**config.mk**
```make
export PLATFORM = sky130hd
export DESIGN_NAME = regfile_wb_sched
export DESIGN_NICKNAME = d
export VERILOG_FILES = /design/src/rtl/regfile_wb_sched.sv
export SDC_FILE = /design/constraint.sdc
export NUM_CORES = 1
export LEC_CHECK = 0
export BUFFER_PORTS_ARGS = -buffer_cell sky130_fd_sc_hd__buf_2
export CAP_MARGIN = 20
export CORE_ASPECT_RATIO = 1.1
export CORE_UTILIZATION = 25
export CTS_CLUSTER_SIZE = 8
export DETAILED_ROUTE_END_ITERATION = 7
export PLACE_DENSITY = 0.44
export SLEW_MARGIN = 20
export SYNTH_ARGS = -nofsm -noshare
export SYNTH_HDL_FRONTEND = slang
export SYNTH_SLANG_ARGS = --single-unit
```
**constraint.sdc**
```tcl
create_clock -name clk -period 2.6 [get_ports clk]
set_clock_uncertainty 0.2 [all_clocks]
set_input_delay 0.39 -clock clk [delete_from_list [all_inputs] [get_ports clk]]
set_output_delay 0.39 -clock clk [all_outputs]
set_load 0.01 [all_outputs]
```
**src/rtl/regfile_wb_sched.sv**
```systemverilog
// Regfile writeback arbiter (pipe vs MDU) and destination scoreboard.
// Generates the RAW/WAW issue stall and drives the single write port.
module regfile_wb_sched #(
  parameter int XLEN = 32,
  parameter int NREG = 32,
  parameter int STARVE_MAX = 4,
  localparam int IW = $clog2(NREG),
  localparam int SW = $clog2(STARVE_MAX + 1)
) (
  input  logic            clk,
  input  logic            rst_n,
  input  logic            issue_valid,
  input  logic            issue_unit,
  input  logic            issue_rd_we,
  input  logic [IW-1:0]   issue_rd_s,
  input  logic [IW-1:0]   issue_rs1_s,
  input  logic [IW-1:0]   issue_rs2_s,
  output logic            issue_stall,
  input  logic            flush,
  input  logic            pipe_wb_valid,
  input  logic [IW-1:0]   pipe_wb_rd_s,
  input  logic [XLEN-1:0] pipe_wb_rd_v,
  output logic            pipe_wb_ready,
  input  logic            mdu_wb_valid,
  input  logic [IW-1:0]   mdu_wb_rd_s,
  input  logic [XLEN-1:0] mdu_wb_rd_v,
  output logic            mdu_wb_ready,
  output logic            regf_we,
  output logic [IW-1:0]   rd_s,
  output logic [XLEN-1:0] rd_v,
  output logic [NREG-1:0] busy_vec
);

  logic [NREG-1:0] busy;
  logic [NREG-1:0] owner;
  logic [NREG-1:0] busy_nxt;
  logic [NREG-1:0] owner_nxt;
  logic [SW-1:0]   starve;
  logic            wb_src;
  logic            starved;
  logic            pipe_gnt;
  logic            mdu_gnt;
  logic            accept;
  logic            rs1_busy;
  logic            rs2_busy;
  logic            rd_busy;

  assign busy_vec = busy;

  always_comb begin
    rs1_busy = (issue_rs1_s != '0) && busy[issue_rs1_s];
    rs2_busy = (issue_rs2_s != '0) && busy[issue_rs2_s];
    rd_busy  = (issue_rd_s != '0) && busy[issue_rd_s];
    issue_stall = issue_valid &&
                  (rs1_busy || rs2_busy || (issue_rd_we && rd_busy));
  end

  assign accept = issue_valid && !issue_stall && !flush;

  // MDU is forced through once it has lost STARVE_MAX times in a row
  assign starved  = (starve == SW'(STARVE_MAX));
  assign mdu_gnt  = mdu_wb_valid && (!pipe_wb_valid || starved);
  assign pipe_gnt = pipe_wb_valid && !mdu_gnt;

  assign pipe_wb_ready = pipe_gnt && rst_n;
  assign mdu_wb_ready  = mdu_gnt && rst_n;

  always_comb begin
    busy_nxt  = busy;
    owner_nxt = owner;
    if (regf_we && (owner[rd_s] == wb_src))
      busy_nxt[rd_s] = 1'b0;
    if (flush)
      busy_nxt = busy_nxt & owner;
    if (accept && issue_rd_we && (issue_rd_s != '0)) begin
      busy_nxt[issue_rd_s]  = 1'b1;
      owner_nxt[issue_rd_s] = issue_unit;
    end
    busy_nxt[0] = 1'b0;
  end

  always_ff @(posedge clk or negedge rst_n) begin
    if (!rst_n) begin
      busy  <= '0;
      owner <= '0;
    end else begin
      busy  <= busy_nxt;
      owner <= owner_nxt;
    end
  end

  always_ff @(posedge clk or negedge rst_n) begin
    if (!rst_n) begin
      starve <= '0;
    end else if (mdu_gnt || !mdu_wb_valid) begin
      starve <= '0;
    end else if (!starved) begin
      starve <= starve + SW'(1);
    end
  end

  always_ff @(posedge clk or negedge rst_n) begin
    if (!rst_n) begin
      regf_we <= 1'b0;
      rd_s    <= '0;
      rd_v    <= '0;
      wb_src  <= 1'b0;
    end else begin
      regf_we <= 1'b0;
      unique case (1'b1)
        mdu_gnt: begin
          regf_we <= (mdu_wb_rd_s != '0);
          rd_s    <= mdu_wb_rd_s;
          rd_v    <= mdu_wb_rd_v;
          wb_src  <= 1'b1;
        end
        pipe_gnt: begin
          regf_we <= (pipe_wb_rd_s != '0);
          rd_s    <= pipe_wb_rd_s;
          rd_v    <= pipe_wb_rd_v;
          wb_src  <= 1'b0;
        end
        default: ;
      endcase
    end
  end

endmodule

```
Word-level counts from Yosys, hierarchy flattened --
Cells that the tools add are included.
Word-level totals: output and inout bits 73, flip-flop bits (word level) 105
Operators by class: bitwise logic cells 4, reduce and logical (&&, ||, !) cells 31, equal/unequal tests 3, order comparisons 6, mux-type cells 22, add/subtract/negate cells 1
Operators with widths (count):
- $mux 32 | 3
- $and 32x32->32 | 2
- $pmux 32 s2 | 1
- $bwmux 32 | 1
- $not 32->32 | 1
- $or 32x32->32 | 1
- $reduce_bool 5->1 | 5
- $lt 5x6->1 const B | 4
- $bmux 1 s5 | 4
- $logic_and 1x1->1 | 16
- $demux 1 s5 | 2
- $ge 5x1->1 const B | 2
- $pmux 5 s2 | 1
- $mux 1 | 6
- $mux 3 | 2
- $logic_not 1->1 | 5
- $logic_or 1x1->1 | 4
- $pmux 1 s2 | 2
- $add 3x1->3 const B | 1
- $eq 3x3->1 const B | 1
- $ne 2x1->1 const B | 1
- $reduce_bool 2->1 | 1
- $eq 1x1->1 | 1

Depth between registers and ports, before layout --
depth after elaboration 12, gate-level depth with buffers 10, mapped depth without buffers 8

Worst setup path after synthesis --
No wires, ideal clock.
path type register -> register, start point register rd_s[0], end point register busy[12] (netlist: busy_vec[12]), cell stages (with the launch flop) 10, data required time 2.278 ns, arrival 2.589 ns, buffers on the path 2, setup slack -0.311 ns, cells stage by stage dfrtp_1 buf_6 mux4_2 a32oi_1 nand4_1 xnor2_1 or4b_2 clkbuf_1 o221ai_1 nand2_1
On the way: word-level cells in the longest chain between the ends 11, elaborated cells between the ends (all ways) 16, those cells by class order compare (2); eq/ne (1); mux (7); bitwise (4); reduce/logical (2)
RTL lines:
- from (decl) | RTL line 29 | output logic [IW-1:0] rd_s,
- from (signal assigned) | RTL line 113 | rd_s <= mdu_wb_rd_s;
- from (signal assigned) | RTL line 119 | rd_s <= pipe_wb_rd_s;
- $lt 5x6->1 (implied by the code) or $ge 5x1->1 (tied branches) | RTL line 72 | busy_nxt[rd_s] = 1'b0;
- $logic_and 1x1->1 (implied by the code) | RTL line 72
- $mux 1 (implied by the code) | RTL line 72
- $demux 1 s5 | RTL line 72
- $not 32->32 (no line)
- $and 32x32->32 (no line)
- $mux 32 (*) | RTL line 71 | if (regf_we && (owner[rd_s] == wb_src))
- $and 32x32->32 | RTL line 74 | busy_nxt = busy_nxt & owner;
- $mux 32 (*) | RTL line 73 | if (flush)
- $or 32x32->32 (no line)
- $mux 32 (*) | RTL line 75 | if (accept && issue_rd_we && (issue_rd_s != '0)) begin
- via busy_nxt[12] | RTL line 36 | logic [NREG-1:0] busy_nxt;
- to (signal assigned) | RTL line 87 | busy <= busy_nxt;
- to (decl) | RTL line 34 | logic [NREG-1:0] busy;
Mark *: on every way through the listed nets, which the timed path passes. The rest lies on a longest branch. The select of a mux whose other input is x is not followed. A chain may end at the register's enable or synchronous reset.

Final worst setup path --
start point register busy[19] (netlist: busy_vec[19]), end point output port issue_stall
On the way: word-level cells in the longest chain between the ends 6, elaborated cells between the ends (all ways) 13, those cells by class mux (6); reduce/logical (7)
RTL lines:
- $bmux 1 s5 (on tied branches) | RTL line 51, 52, 53
- $mux 1 (on tied branches) | RTL line 51, 52, 53
- $logic_and 1x1->1 (on tied branches) | RTL line 51, 52, 53
- $logic_or 1x1->1 or $logic_and 1x1->1 (tied branches) | RTL line 55 | (rs1_busy || rs2_busy || (issue_rd_we && rd_busy));
- $logic_or 1x1->1 (*) | RTL line 55
- $logic_and 1x1->1 (*) | RTL line 54 | issue_stall = issue_valid &&
- to (decl) | RTL line 18 | output logic issue_stall,
Every way passes the cells marked *; elsewhere a longest branch is shown, timed or not. The select of a mux whose other input is x is not followed.

==> results_tabular.tex <==
\begin{tabular}{lr}
\hline
Metric & Value \\
\hline
\multicolumn{2}{l}{\textbf{Critical path}} \\
Nature of the critical path startpoint & register \\
Maximum fanout encountered on the critical timing path & 4 \\
Critical path class & reg2out \\
Critical Path Start & busy\_vec[19] \\
Req. time, crit path & 2.01 ns \\
Endpoint of the most critical register-to-register path & busy\_vec[20] \\
Arrival time of data at the critical path endpoint & about 2.4 ns \\
Element type at the critical path end & output pin \\
Count of cells along the worst register-to-register path & 9 \\
Start of the worst register-to-register path & rd\_s[0] \\
Series of cell instances along the critical path & mux4\_2, mux2\_4, nand3b\_1, and4\_1, nand2b\_1, a31o\_2, and2\_1, buf\_2 \\
Worst Setup EP & issue\_stall \\
Setup slack, reg-to-reg & -0.26 ns \\
Standard cell with the maximum stage delay on the critical path & sky130\_fd\_sc\_hd\_\_mux4\_2 \\
Slowest cell delay on critical path & 0.48 ns \\
\multicolumn{2}{l}{\textbf{STA}} \\
Max transition margin & 34.0\% \\
Number of setup violations in the final report & 61 \\
RSZ-0062 raised after global routing & yes \\
Highest achievable clock rate & $\sim$0.34 GHz \\
Setup WS post-layout & -0.376 ns \\
Shortest period the worst path allows & 2.98 ns \\
Share of the cycle needed by the critical path after routing & 114\% \\
Slew Viols, Final & 0 \\
Final hold violations & 0 \\
Final setup TNS & -9.43 ns \\
Transition time at the pin with the least slew margin & a little under 1 ns \\
\multicolumn{2}{l}{\textbf{Logic synthesis}} \\
Synth top cells by count & 105 x sky130\_fd\_sc\_hd\_\_dfrtp\_1, 67 x sky130\_fd\_sc\_hd\_\_nand2\_1, 38 x sky130\_fd\_sc\_hd\_\_clkbuf\_1, 38 x sky130\_fd\_sc\_hd\_\_inv\_1, 32 x sky130\_fd\_sc\_hd\_\_o221ai\_1 \\
Main synth FF type & sky130\_fd\_sc\_hd\_\_dfrtp\_1 \\
Number of cells produced by synthesis & 555 \\
EDFF count, synth & 0 \\
Area fraction of the dominant cell type after synthesis & between 40\% and 50\% \\
Number of nets in the synthesized netlist & between 600 and 700 \\
Biggest area contributors in the synthesized netlist & sky130\_fd\_sc\_hd\_\_dfrtp\_1 45\%, sky130\_fd\_sc\_hd\_\_mux4\_2 7.7\%, sky130\_fd\_sc\_hd\_\_mux2\_2 5.0\%, sky130\_fd\_sc\_hd\_\_a222oi\_1 4.8\%, sky130\_fd\_sc\_hd\_\_o221ai\_1 4.8\% \\
Count leader, synth & sky130\_fd\_sc\_hd\_\_dfrtp\_1 \\
Sequential element share of the synthesized area & between 40\% and 50\% \\
Yosys warning count & 0 \\
Biggest area consumer among synthesized cells & sky130\_fd\_sc\_hd\_\_dfrtp\_1 \\
Share of synthesized registers carrying an async set or reset & 100\% \\
Number of synthesized register bits & 105 \\
Mean cell area of the mapped netlist & 10.6 um2 \\
Area of the mapped netlist & a little under 6000 um2 \\
Count of different cell masters after synthesis & between 50 and 60 \\
\multicolumn{2}{l}{\textbf{Clock tree}} \\
Cell at the root of the clock tree & sky130\_fd\_sc\_hd\_\_clkbuf\_16 \\
Number of buffers inserted during clock tree synthesis & 9 \\
Later-pin clock latency in the skew report & around 0.36 ns \\
Register clock-pin slew on the reported worst setup and hold paths & 0.08 ns \\
Total number of H-tree levels & 3 \\
CTS Sinks & 105 \\
CTS tree & done \\
Number of buffers on the longest clock path & 2 \\
\multicolumn{2}{l}{\textbf{Global routing}} \\
GR Util All Layers & 19.3\% \\
Total congestion overflow & 0 \\
Number of antenna violations at the first check in global routing & 1 \\
Maximum number of pins on one net before global-route repair & between 90 and 100 \\
Via count of the first global-routing pass & 6121 \\
First-pass GRT wire length & 35.3 mm \\
\multicolumn{2}{l}{\textbf{Floorplan}} \\
Horizontal extent of the die & 148 um \\
Die area & approximately 24000 um2 \\
Die outline height & between 150 and 200 um \\
Core Footprint & 23000 um2 \\
Effective utilization at floorplan & between 20\% and 30\% \\
\# rows & 58 \\
\# IOs & 170 \\
\multicolumn{2}{l}{\textbf{Pwr}} \\
Pwr Total & 0.00396 W \\
Worst vdd ir & 0.000287 V \\
Power per cell area & 456 nW/um2 \\
Pleak & 4.38 nW \\
\multicolumn{2}{l}{\textbf{Drt}} \\
DRC & 0 \\
DR pass1 iterations & 6 \\
Number of DRC violations after detailed-routing iteration 0 & approximately 380 \\
Total wirelength of the detailed-routed design & 22.4 mm \\
Remaining number of nets flagged by the antenna check after routing & 0 \\
Total via count in the routed design & roughly 6k \\
Via density & approximately 5.1 \\
Routed len/inst & 19.7 um \\
\multicolumn{2}{l}{\textbf{Cells and area}} \\
Number of antenna diodes & 0 \\
Area grow syn2layout & 47.3\% \\
Net total in the final layout & $\sim$930 \\
Fraction of final layout cells with drive strength greater than 1 & 52.0\% \\
Non-Filler Instances & between 1k and 1.5k \\
\multicolumn{2}{l}{\textbf{Place}} \\
Worst-case setup slack after placement & -0.423 ns \\
Number of placed instances, taps included & $\sim$1.1k \\
HPWL after detailed placement & 17.2 mm \\
GPL Wtd Cong & between 0.9 and 1 \\
Count of input and output buffers & 168 \\
\multicolumn{2}{l}{\textbf{Hold path}} \\
Hold depth & 3 \\
Worst hold path type & in2reg \\
\multicolumn{2}{l}{\textbf{Status}} \\
Status & finished, violations left \\
Failing checks & negative setup slack \\
\multicolumn{2}{l}{\textbf{Job}} \\
Max-cap check violation count & 0 \\
\hline
\end{tabular}
cell families (layout without fill, tap and decap cells):
logic type | count (synthesis) | count (layout) | share of synthesized area (%)
XOR/XNOR | 1 | 1 | 0.149
AND/OR/NAND/NOR | 174 | 174 | 15.3
multiplexers | 73 | 73 | 17.4
flip-flops | 105 | 105 | 44.7
buffers and inverters | 89 | 374 | 6.47
AO/OA/AOI/OAI | 110 | 110 | 15.5
other | 1 | 1 | 0.0638
adder cells (fa/ha/maj) | 2 | 2 | 0.425
layout make-up:
| cell class | count | area [um2] |
|---|---|---|
| multi-input cells | 361 | 3160 |
| inverters | 38 | 143 |
| repair buffers | 320 | 2070 |
| well taps | 300 | 375 |
| flip-flops and latches | 105 | 2630 |
| fillers | 2282 | 14300 |
| clock buffers | 12 | 256 |
| clock inverters | 4 | 33.8 |
worst min-delay path by stage:
stage / from / end / slack (ns)
2_1_floorplan: rst_n / busy_vec[10] / -0.11
5_1_grt: pipe_wb_rd_v[6] / rd_v[6] / 0.07
6_report: pipe_wb_rd_v[7] / rd_v[7] / 0.06
3_3_place_gp: rst_n / rd_v[7] / 0.05
4_1_cts: pipe_wb_rd_v[16] / rd_v[16] / 0.05
3_5_place_dp: rst_n / rd_v[7] / 0.05
sequential cells by signal, indices dropped and copies added, names as in the netlist:
register and flops:
rd_s 5, owner 32, starve 3, regf_we 1, busy_vec 31, rd_v 32, wb_src 1
timing repair:
action                                 in CTS  in global routing
setup endpoints to repair                  63                 63
pin swaps                                  18                  4
hold buffers                                1                  0
cloned                                      0                  0
setup buffers                               2                  0
resized for setup                          36                  9
endpoints found under the hold margin       8                  0
critical path, delay by kind of cell, from the launching register on:
kind	cells	cell delay [ns]
compound gates	1	0.21
simple gates	4	0.48
flops	1	0.46
mux	2	0.75
buf+inv	1	0.13
cell usage in the layout, fill, tap and decap left out, types with 5 or more instances in the layout:
cell and count:
sky130_fd_sc_hd__buf_12 6, sky130_fd_sc_hd__a222oi_1 28, sky130_fd_sc_hd__inv_1 38, sky130_fd_sc_hd__a211oi_1 8, sky130_fd_sc_hd__mux2_4 8, sky130_fd_sc_hd__clkbuf_16 9, sky130_fd_sc_hd__mux2_2 25, sky130_fd_sc_hd__buf_4 145
sky130_fd_sc_hd__a21oi_1 5, sky130_fd_sc_hd__a31oi_1 10, sky130_fd_sc_hd__o221ai_2 28, sky130_fd_sc_hd__nor2_1 19, sky130_fd_sc_hd__nand2b_1 5, sky130_fd_sc_hd__nand3_2 5, sky130_fd_sc_hd__buf_2 167, sky130_fd_sc_hd__dfrtp_1 101
sky130_fd_sc_hd__nand3b_1 6, sky130_fd_sc_hd__and3_1 5, sky130_fd_sc_hd__nand4_1 9, sky130_fd_sc_hd__mux2i_1 20, sky130_fd_sc_hd__nor2b_1 13, sky130_fd_sc_hd__nand3_1 16, sky130_fd_sc_hd__mux4_2 20, sky130_fd_sc_hd__nand2_1 65
metal layers:
metal,up-vias,wire length [um],GRT usage [%],share of wire [%]
met4,2,517,6.65,2.3
met3,33,1470,3.73,6.5
met5,-,13,0,0.058
li1,2683,-,-,-
met1,2859,9530,24.4,42
met2,252,10900,32.9,49
report_power, final:
group / total, W / switching (W) / leakage (nW) / internal [W]
clock network: 0.00136 / 0.000643 / 0.140 / 0.000712
registers: 0.00180 / 0.0000765 / 1.38 / 0.00172
logic: 0.000803 / 0.000430 / 2.86 / 0.000373
total: 0.00396 / 0.00115 / 4.38 / 0.00281
stage by stage:
stage               instance area (um2)  utilization (%)  hold slack [ns]
floorplan                          6000                -           -0.106
global placement                   8130             35.3           0.0457
detailed placement                 8130             35.3           0.0474
CTS                                8640             37.6           0.0509
global route                       8660             37.7           0.0651
finish                             8660             37.7           0.0620
(Power assumes the default switching activity.)
